$ cat config.mk
export PLATFORM = sky130hd
export DESIGN_NAME = ysyx_23060203_mem_arbiter
export DESIGN_NICKNAME = d
export VERILOG_FILES = /design/src/rtl/ysyx_23060203_arb_pkg.sv /design/src/rtl/ysyx_23060203_arb_pick.sv /design/src/rtl/ysyx_23060203_mem_arbiter.sv
export SDC_FILE = /design/constraint.sdc
export NUM_CORES = 1
export LEC_CHECK = 0
export ABC_AREA = 1
export CORE_AREA = 2 2 187 189
export CTS_CLUSTER_DIAMETER = 80
export CTS_CLUSTER_SIZE = 12
export DETAILED_ROUTE_END_ITERATION = 8
export DIE_AREA = 0 0 189 191
export SLEW_MARGIN = 5
export SYNTH_ARGS = -nofsm -noshare
export SYNTH_HDL_FRONTEND = slang
export SYNTH_SLANG_ARGS = --single-unit
$ cat constraint.sdc
create_clock -name clock -period 1.7 [get_ports clock]
set_input_delay 0.34 -clock clock [delete_from_list [all_inputs] [get_ports clock]]
set_output_delay 0.34 -clock clock [all_outputs]
set_load 0.01 [all_outputs]
$ cat src/rtl/ysyx_23060203_arb_pkg.sv
// Shared types and widths for the IFU/LSU memory arbiter.
package ysyx_23060203_arb_pkg;

    typedef enum logic [1:0] {R_IDLE, R_ADDR, R_DATA} r_state_t;
    typedef enum logic [1:0] {W_IDLE, W_SEND, W_RESP} w_state_t;
    typedef enum logic [1:0] {GNT_NONE, GNT_IFU, GNT_LSU} grant_t;

    localparam int unsigned AgeW = 4;

endpackage

$ cat src/rtl/ysyx_23060203_arb_pick.sv
// Read grant selection: fixed LSU priority, IFU aging, optional read-after-write hold-off.
module ysyx_23060203_arb_pick
    import ysyx_23060203_arb_pkg::*;
#(
    parameter int unsigned MAX_WAIT  = 4,
    parameter bit          RAW_ORDER = 1'b1
) (
    input  logic       clk_i,
    input  logic       rst_ni,
    input  logic       pick_en_i,
    input  logic       ifu_req_i,
    input  logic       lsu_req_i,
    input  logic       wr_busy_i,
    output logic [1:0] grant_o
);

    logic [AgeW-1:0] age_q, age_d;
    grant_t          grant;
    logic            lsu_blocked;
    logic            ifu_aged;

    assign lsu_blocked = RAW_ORDER && wr_busy_i;
    assign ifu_aged    = (age_q == AgeW'(MAX_WAIT)) && ifu_req_i;

    always_comb begin
        grant = GNT_NONE;
        if (lsu_req_i && !lsu_blocked && !ifu_aged) begin
            grant = GNT_LSU;
        end else if (ifu_req_i) begin
            grant = GNT_IFU;
        end
    end

    // Age only moves when a grant is actually registered (read FSM idle).
    always_comb begin
        age_d = age_q;
        if (pick_en_i) begin
            if (grant == GNT_LSU && ifu_req_i && age_q < AgeW'(MAX_WAIT)) begin
                age_d = age_q + 1'b1;
            end else if (grant == GNT_IFU) begin
                age_d = '0;
            end
        end
    end

    always_ff @(posedge clk_i or negedge rst_ni) begin
        if (!rst_ni) begin
            age_q <= '0;
        end else begin
            age_q <= age_d;
        end
    end

    assign grant_o = grant;

endmodule

$ cat src/rtl/ysyx_23060203_mem_arbiter.sv
// Shares one downstream AXI port between IFU reads and LSU reads/writes.
module ysyx_23060203_mem_arbiter
    import ysyx_23060203_arb_pkg::*;
#(
    parameter int unsigned MAX_WAIT  = 4,
    parameter bit          RAW_ORDER = 1'b1
) (
    input  logic        clock,
    input  logic        reset,
    // IFU read requester
    input  logic        ifu_r_arvalid,
    output logic        ifu_r_arready,
    input  logic [31:0] ifu_r_araddr,
    input  logic [3:0]  ifu_r_arid,
    input  logic [7:0]  ifu_r_arlen,
    input  logic [2:0]  ifu_r_arsize,
    input  logic [1:0]  ifu_r_arburst,
    output logic        ifu_r_rvalid,
    input  logic        ifu_r_rready,
    output logic [31:0] ifu_r_rdata,
    output logic [1:0]  ifu_r_rresp,
    output logic        ifu_r_rlast,
    output logic [3:0]  ifu_r_rid,
    // LSU read requester
    input  logic        lsu_r_arvalid,
    output logic        lsu_r_arready,
    input  logic [31:0] lsu_r_araddr,
    input  logic [3:0]  lsu_r_arid,
    input  logic [7:0]  lsu_r_arlen,
    input  logic [2:0]  lsu_r_arsize,
    input  logic [1:0]  lsu_r_arburst,
    output logic        lsu_r_rvalid,
    input  logic        lsu_r_rready,
    output logic [31:0] lsu_r_rdata,
    output logic [1:0]  lsu_r_rresp,
    output logic        lsu_r_rlast,
    output logic [3:0]  lsu_r_rid,
    // LSU write requester
    input  logic        lsu_w_awvalid,
    output logic        lsu_w_awready,
    input  logic [31:0] lsu_w_awaddr,
    input  logic [3:0]  lsu_w_awid,
    input  logic [7:0]  lsu_w_awlen,
    input  logic [2:0]  lsu_w_awsize,
    input  logic [1:0]  lsu_w_awburst,
    input  logic        lsu_w_wvalid,
    output logic        lsu_w_wready,
    input  logic [31:0] lsu_w_wdata,
    input  logic [3:0]  lsu_w_wstrb,
    input  logic        lsu_w_wlast,
    output logic        lsu_w_bvalid,
    input  logic        lsu_w_bready,
    output logic [1:0]  lsu_w_bresp,
    output logic [3:0]  lsu_w_bid,
    // Downstream read port
    output logic        out_r_arvalid,
    input  logic        out_r_arready,
    output logic [31:0] out_r_araddr,
    output logic [3:0]  out_r_arid,
    output logic [7:0]  out_r_arlen,
    output logic [2:0]  out_r_arsize,
    output logic [1:0]  out_r_arburst,
    input  logic        out_r_rvalid,
    output logic        out_r_rready,
    input  logic [31:0] out_r_rdata,
    input  logic [1:0]  out_r_rresp,
    input  logic        out_r_rlast,
    input  logic [3:0]  out_r_rid,
    // Downstream write port
    output logic        out_w_awvalid,
    input  logic        out_w_awready,
    output logic [31:0] out_w_awaddr,
    output logic [3:0]  out_w_awid,
    output logic [7:0]  out_w_awlen,
    output logic [2:0]  out_w_awsize,
    output logic [1:0]  out_w_awburst,
    output logic        out_w_wvalid,
    input  logic        out_w_wready,
    output logic [31:0] out_w_wdata,
    output logic [3:0]  out_w_wstrb,
    output logic        out_w_wlast,
    input  logic        out_w_bvalid,
    output logic        out_w_bready,
    input  logic [1:0]  out_w_bresp,
    input  logic [3:0]  out_w_bid,
    output logic        busy
);

    r_state_t   r_state_q, r_state_d;
    w_state_t   w_state_q, w_state_d;
    grant_t     grant_q, grant_d;
    logic       aw_done_q, aw_done_d;
    logic       w_done_q, w_done_d;
    logic [1:0] pick_grant;
    logic       wr_busy;
    logic       sel_lsu;

    // A write about to start also holds off LSU reads so it is ordered first.
    assign wr_busy = (w_state_q != W_IDLE) || lsu_w_awvalid;
    assign sel_lsu = (grant_q == GNT_LSU);

    ysyx_23060203_arb_pick #(
        .MAX_WAIT  (MAX_WAIT),
        .RAW_ORDER (RAW_ORDER)
    ) u_pick (
        .clk_i     (clock),
        .rst_ni    (reset),
        .pick_en_i (r_state_q == R_IDLE),
        .ifu_req_i (ifu_r_arvalid),
        .lsu_req_i (lsu_r_arvalid),
        .wr_busy_i (wr_busy),
        .grant_o   (pick_grant)
    );

    // Read channel steering
    always_comb begin
        out_r_araddr  = sel_lsu ? lsu_r_araddr  : ifu_r_araddr;
        out_r_arid    = sel_lsu ? lsu_r_arid    : ifu_r_arid;
        out_r_arlen   = sel_lsu ? lsu_r_arlen   : ifu_r_arlen;
        out_r_arsize  = sel_lsu ? lsu_r_arsize  : ifu_r_arsize;
        out_r_arburst = sel_lsu ? lsu_r_arburst : ifu_r_arburst;
        out_r_arvalid = 1'b0;
        ifu_r_arready = 1'b0;
        lsu_r_arready = 1'b0;
        out_r_rready  = 1'b0;
        ifu_r_rvalid  = 1'b0;
        lsu_r_rvalid  = 1'b0;
        if (r_state_q == R_ADDR) begin
            out_r_arvalid = (grant_q == GNT_IFU) ? ifu_r_arvalid : (sel_lsu && lsu_r_arvalid);
            ifu_r_arready = (grant_q == GNT_IFU) && out_r_arready;
            lsu_r_arready = sel_lsu && out_r_arready;
        end
        if (r_state_q == R_DATA) begin
            out_r_rready = (grant_q == GNT_IFU) ? ifu_r_rready : (sel_lsu && lsu_r_rready);
            ifu_r_rvalid = (grant_q == GNT_IFU) && out_r_rvalid;
            lsu_r_rvalid = sel_lsu && out_r_rvalid;
        end
    end

    assign ifu_r_rdata = out_r_rdata;
    assign ifu_r_rresp = out_r_rresp;
    assign ifu_r_rlast = out_r_rlast;
    assign ifu_r_rid   = out_r_rid;
    assign lsu_r_rdata = out_r_rdata;
    assign lsu_r_rresp = out_r_rresp;
    assign lsu_r_rlast = out_r_rlast;
    assign lsu_r_rid   = out_r_rid;

    always_comb begin
        r_state_d = r_state_q;
        grant_d   = grant_q;
        unique case (r_state_q)
            R_IDLE: begin
                if (grant_t'(pick_grant) != GNT_NONE) begin
                    grant_d   = grant_t'(pick_grant);
                    r_state_d = R_ADDR;
                end
            end
            R_ADDR: begin
                if (out_r_arvalid && out_r_arready) r_state_d = R_DATA;
            end
            R_DATA: begin
                if (out_r_rvalid && out_r_rready && out_r_rlast) begin
                    r_state_d = R_IDLE;
                    grant_d   = GNT_NONE;
                end
            end
            default: begin
                r_state_d = R_IDLE;
                grant_d   = GNT_NONE;
            end
        endcase
    end

    // Write channel steering: AW and W complete independently, then B.
    always_comb begin
        out_w_awaddr  = lsu_w_awaddr;
        out_w_awid    = lsu_w_awid;
        out_w_awlen   = lsu_w_awlen;
        out_w_awsize  = lsu_w_awsize;
        out_w_awburst = lsu_w_awburst;
        out_w_wdata   = lsu_w_wdata;
        out_w_wstrb   = lsu_w_wstrb;
        out_w_wlast   = lsu_w_wlast;
        out_w_awvalid = (w_state_q == W_SEND) && !aw_done_q && lsu_w_awvalid;
        lsu_w_awready = (w_state_q == W_SEND) && !aw_done_q && out_w_awready;
        out_w_wvalid  = (w_state_q == W_SEND) && !w_done_q && lsu_w_wvalid;
        lsu_w_wready  = (w_state_q == W_SEND) && !w_done_q && out_w_wready;
        out_w_bready  = (w_state_q == W_RESP) && lsu_w_bready;
        lsu_w_bvalid  = (w_state_q == W_RESP) && out_w_bvalid;
    end

    assign lsu_w_bresp = out_w_bresp;
    assign lsu_w_bid   = out_w_bid;

    always_comb begin
        w_state_d = w_state_q;
        aw_done_d = aw_done_q;
        w_done_d  = w_done_q;
        unique case (w_state_q)
            W_IDLE: begin
                if (lsu_w_awvalid) w_state_d = W_SEND;
            end
            W_SEND: begin
                aw_done_d = aw_done_q || (out_w_awvalid && out_w_awready);
                w_done_d  = w_done_q || (out_w_wvalid && out_w_wready);
                if (aw_done_d && w_done_d) w_state_d = W_RESP;
            end
            W_RESP: begin
                if (out_w_bvalid && out_w_bready) begin
                    w_state_d = W_IDLE;
                    aw_done_d = 1'b0;
                    w_done_d  = 1'b0;
                end
            end
            default: begin
                w_state_d = W_IDLE;
                aw_done_d = 1'b0;
                w_done_d  = 1'b0;
            end
        endcase
    end

    always_ff @(posedge clock or negedge reset) begin
        if (!reset) begin
            r_state_q <= R_IDLE;
            grant_q   <= GNT_NONE;
            w_state_q <= W_IDLE;
            aw_done_q <= 1'b0;
            w_done_q  <= 1'b0;
        end else begin
            r_state_q <= r_state_d;
            grant_q   <= grant_d;
            w_state_q <= w_state_d;
            aw_done_q <= aw_done_d;
            w_done_q  <= w_done_d;
        end
    end

    assign busy = (r_state_q != R_IDLE) || (w_state_q != W_IDLE);

endmodule
==> Implementation_results.wiki <==
{| class="wikitable"
! Metric !! Value
|-
| Run status || finished, violations left
|-
| Final net count || 659
|-
| Final worst slack || -0.2548 ns
|-
| Tcrit/Tclk final || 1.150
|-
| Failing checks || negative setup slack
|-
| Worst relative slew slack || 0.8167
|-
| Initial core utilization || 0.07940
|-
| Number of iterations in the first detailed-routing pass || 3
|-
| Port Buffers || 176
|-
| Count of final setup violators || 53
|-
| Cell Area, Synth || 2709 sq um
|-
| CP Capture Type || output port
|-
| GRT Util Overall || 0.07362
|-
| Arrival time at the worst endpoint || 1.61 ns
|-
| Most frequent standard cell in the layout excluding fill and tap cells || clkdlybuf4s50_1
|-
| Vias in the first global route || 2,554
|-
| Flop and latch count out of synthesis || 12
|-
| Syn-to-layout area delta || 74.55%
|-
| Worst Path Max Fanout || 7
|-
| Synth cell types || 23
|-
| Clock-pin slew reported for the worst setup and hold paths after clock tree synthesis || 0.04 ns
|-
| Final RePlAce weighted congestion || 0.6992
|-
| Highest cell delay on the worst timing path || 0.38 ns
|-
| Buffer and inverter count on the worst path || 5
|-
| Largest voltage drop on the vdd net || 366.3 uV
|-
| Placeable core region || 34,120 sq um
|-
| Number of placed I/O pins || 475
|-
| Average routed wire per standard cell || 17.06 um
|-
| Maximum capacitance violations || 0
|-
| Worst clock skew on the final layout || 0.001569 ns
|-
| Total die area || 36,100 sq um
|-
| Mean post-synth cell area || 7.829 sq um
|-
| Cell at the root of the clock tree || clkbuf_16
|-
| Commonest cells after routing, fill and taps aside || 109 x clkdlybuf4s50_1, 64 x buf_6, 41 x mux2_4, 37 x buf_4, 29 x nand2_1
|-
| Count of warnings emitted by yosys || 0
|-
| Number of instances in the placed design || 843
|-
| Drt drc || 0
|-
| Share of post-route cells with drive strength above 1 || 0.4891
|-
| Pwr per Cell Area || 979.1 nW/um^2
|-
| Ordered list of cells on the worst path || inv_2, nand2_4, buf_12, buf_8, buf_6, mux2_4, buf_6
|-
| Clock insertion delay at the later pin of the skew report || 0.24 ns
|-
| First-pass GRT wire length || 18,350 um
|-
| Wirelength, routed || 14,820 um
|-
| Hold bufs inserted after CTS || 0
|-
| Clock tree from TritonCTS || done
|-
| Number of hold violations in the final report || 0
|-
| Global route overflow || 0
|-
| Die W || 189 um
|-
| DP Wirelength || 12,410 um
|-
| Clock tree buffer depth || 2
|-
| Leakage power figure || 2.136 nW
|-
| Launching element type of the critical path || flip-flop
|-
| Path category of the worst min-delay check || in2async
|-
| Most used cell along the critical path || buf_6
|-
| Net Count, Synth || 591
|-
| Number of placement rows || 68
|-
| Worst Max-Slew Pin Slew || 0.2747 ns
|-
| Portion of the post-synthesis area used by sequential elements || 0.1109
|-
| Initial antenna violation count || 4
|-
| Setup repair after global routing missed its margin || yes
|-
| Pin count of the biggest net entering global routing || 13
|-
| Crit path max-delay cell type || dfrtp_1
|-
| Max-slew violation total from the final report || 0
|-
| Routed Antenna Nets || 0
|-
| Number of H-tree branching levels || 1
|-
| Final Non-Filler Cells || 869
|-
| Crit path required time || 1.36 ns
|-
| Worst setup path class || reg2out
|-
| Die Y-Extent || 191 um
|-
| Sinks on Clock Net || 12
|-
| Cell family with most CP delay || buffers and inverters
|-
| Final min period || 1.955 ns
|-
| Detailed-route via count || 2,437
|-
| Via/cell ratio || 2.804
|-
| Achievable frequency || 0.5116 GHz
|-
| Synth Instances || 346
|-
| Total CTS buffers || 3
|-
| Overall power after layout || 0.004629 W
|-
| Initial DRC count || 66
|}
## flip-flops by register name (all words and copies together) (netlist names)
| name | count |
|---|---|
| w_state_q | 2 |
| aw_done_q | 1 |
| u_pick.age_q | 4 |
| grant_q | 2 |
| w_done_q | 1 |
| r_state_q | 2 |
## per-stage QoR
step / hold slack [ns] / setup TNS (ns) / cell area (sq um) / utilization / setup WS (ns)
after CTS: 0.4026 / -10.52 / 4533 / 0.1329 / -0.3025
after global routing: 0.4134 / -10.68 / 4728 / 0.1386 / -0.2959
after detailed placement: 0.4904 / -19.44 / 4050 / 0.1187 / -0.7348
final: 0.3966 / -8.255 / 4728 / 0.1386 / -0.2548
after global placement: 0.4829 / -18.57 / 4050 / 0.1187 / -0.7201
after floorplan: 0.04441 / 0 / 2709 / - / 0.2682
## synth_stat cells (all sizes together)
library cell | number | area share
ha | 2 | 0.0092
o22ai | 1 | 0.0023
o21ai | 5 | 0.0092
and3 | 3 | 0.0069
buf | 170 | 0.47
nand3 | 10 | 0.020
mux2 | 49 | 0.20
dfrtp | 12 | 0.11
nand2 | 32 | 0.048
a31oi | 2 | 0.0046
nor2 | 15 | 0.026
a21oi | 3 | 0.0055
nor3 | 5 | 0.0092
inv | 29 | 0.040
nand4 | 3 | 0.0069
clkbuf | 5 | 0.025
## logic make-up after synthesis
logic type	synth area share
buffers and inverters	0.5367
AND/OR/NAND/NOR	0.1178
multiplexers	0.2037
flip-flops	0.1109
AO/OA/AOI/OAI	0.02171
adder cells (fa/ha/maj)	0.009236
## where the power goes
part / switching [W] / internal (W) / total, W
clock: 0.000128 / 0.000355 / 0.000484
sequential: 0.0000794 / 0.000379 / 0.000458
combinational: 0.00152 / 0.00217 / 0.00369
## metal layers
| metal | global-route usage | wire [um] | vias to the layer above |
|---|---|---|---|
| met3 | 0.07086 | 3116 | 15 |
| met5 | 0.01923 | 112 | - |
| met1 | 0.06446 | 4490 | 1068 |
| met4 | 0.01322 | 69 | 6 |
| met2 | 0.1213 | 7033 | 286 |
| li1 | - | - | 1062 |
## final cells by class
cell class                      count  area (sq um)
Multi-Input combinational cell    130          1235
Antenna cell                        1         2.502
Fill cell                        3847         29390
Timing Repair Buffer              238          2419
Tap cell                          455         569.3
Clock buffer                        4         88.84
Inverter                           29         113.9
Sequential cell                    12         300.3
## repair_timing
action / CTS / global route
gates cloned: 2 / 1
buffers inserted: 16 / 8
resized for setup: 341 / 69
pin swaps: 9 / 7
endpoints found under the setup margin: 64 / 59
## path summary, 6_finish.rpt
check                                     start          endpoint  depth (start not counted)  slack [ns]
worst max-delay path                 grant_q[0]  out_r_araddr[31]                          7       -0.25
worst min-delay path                      reset   u_pick.age_q[1]                          2        0.40
worst max register to register     w_state_q[1]   u_pick.age_q[0]                          9        0.20
worst min register to register  u_pick.age_q[3]   u_pick.age_q[3]                          2        0.50
max in group asynchronous                 reset      w_state_q[1]                          2        1.14
min in group clock              u_pick.age_q[3]   u_pick.age_q[3]                          2        0.50
Power figures use the tool's default switching activity.
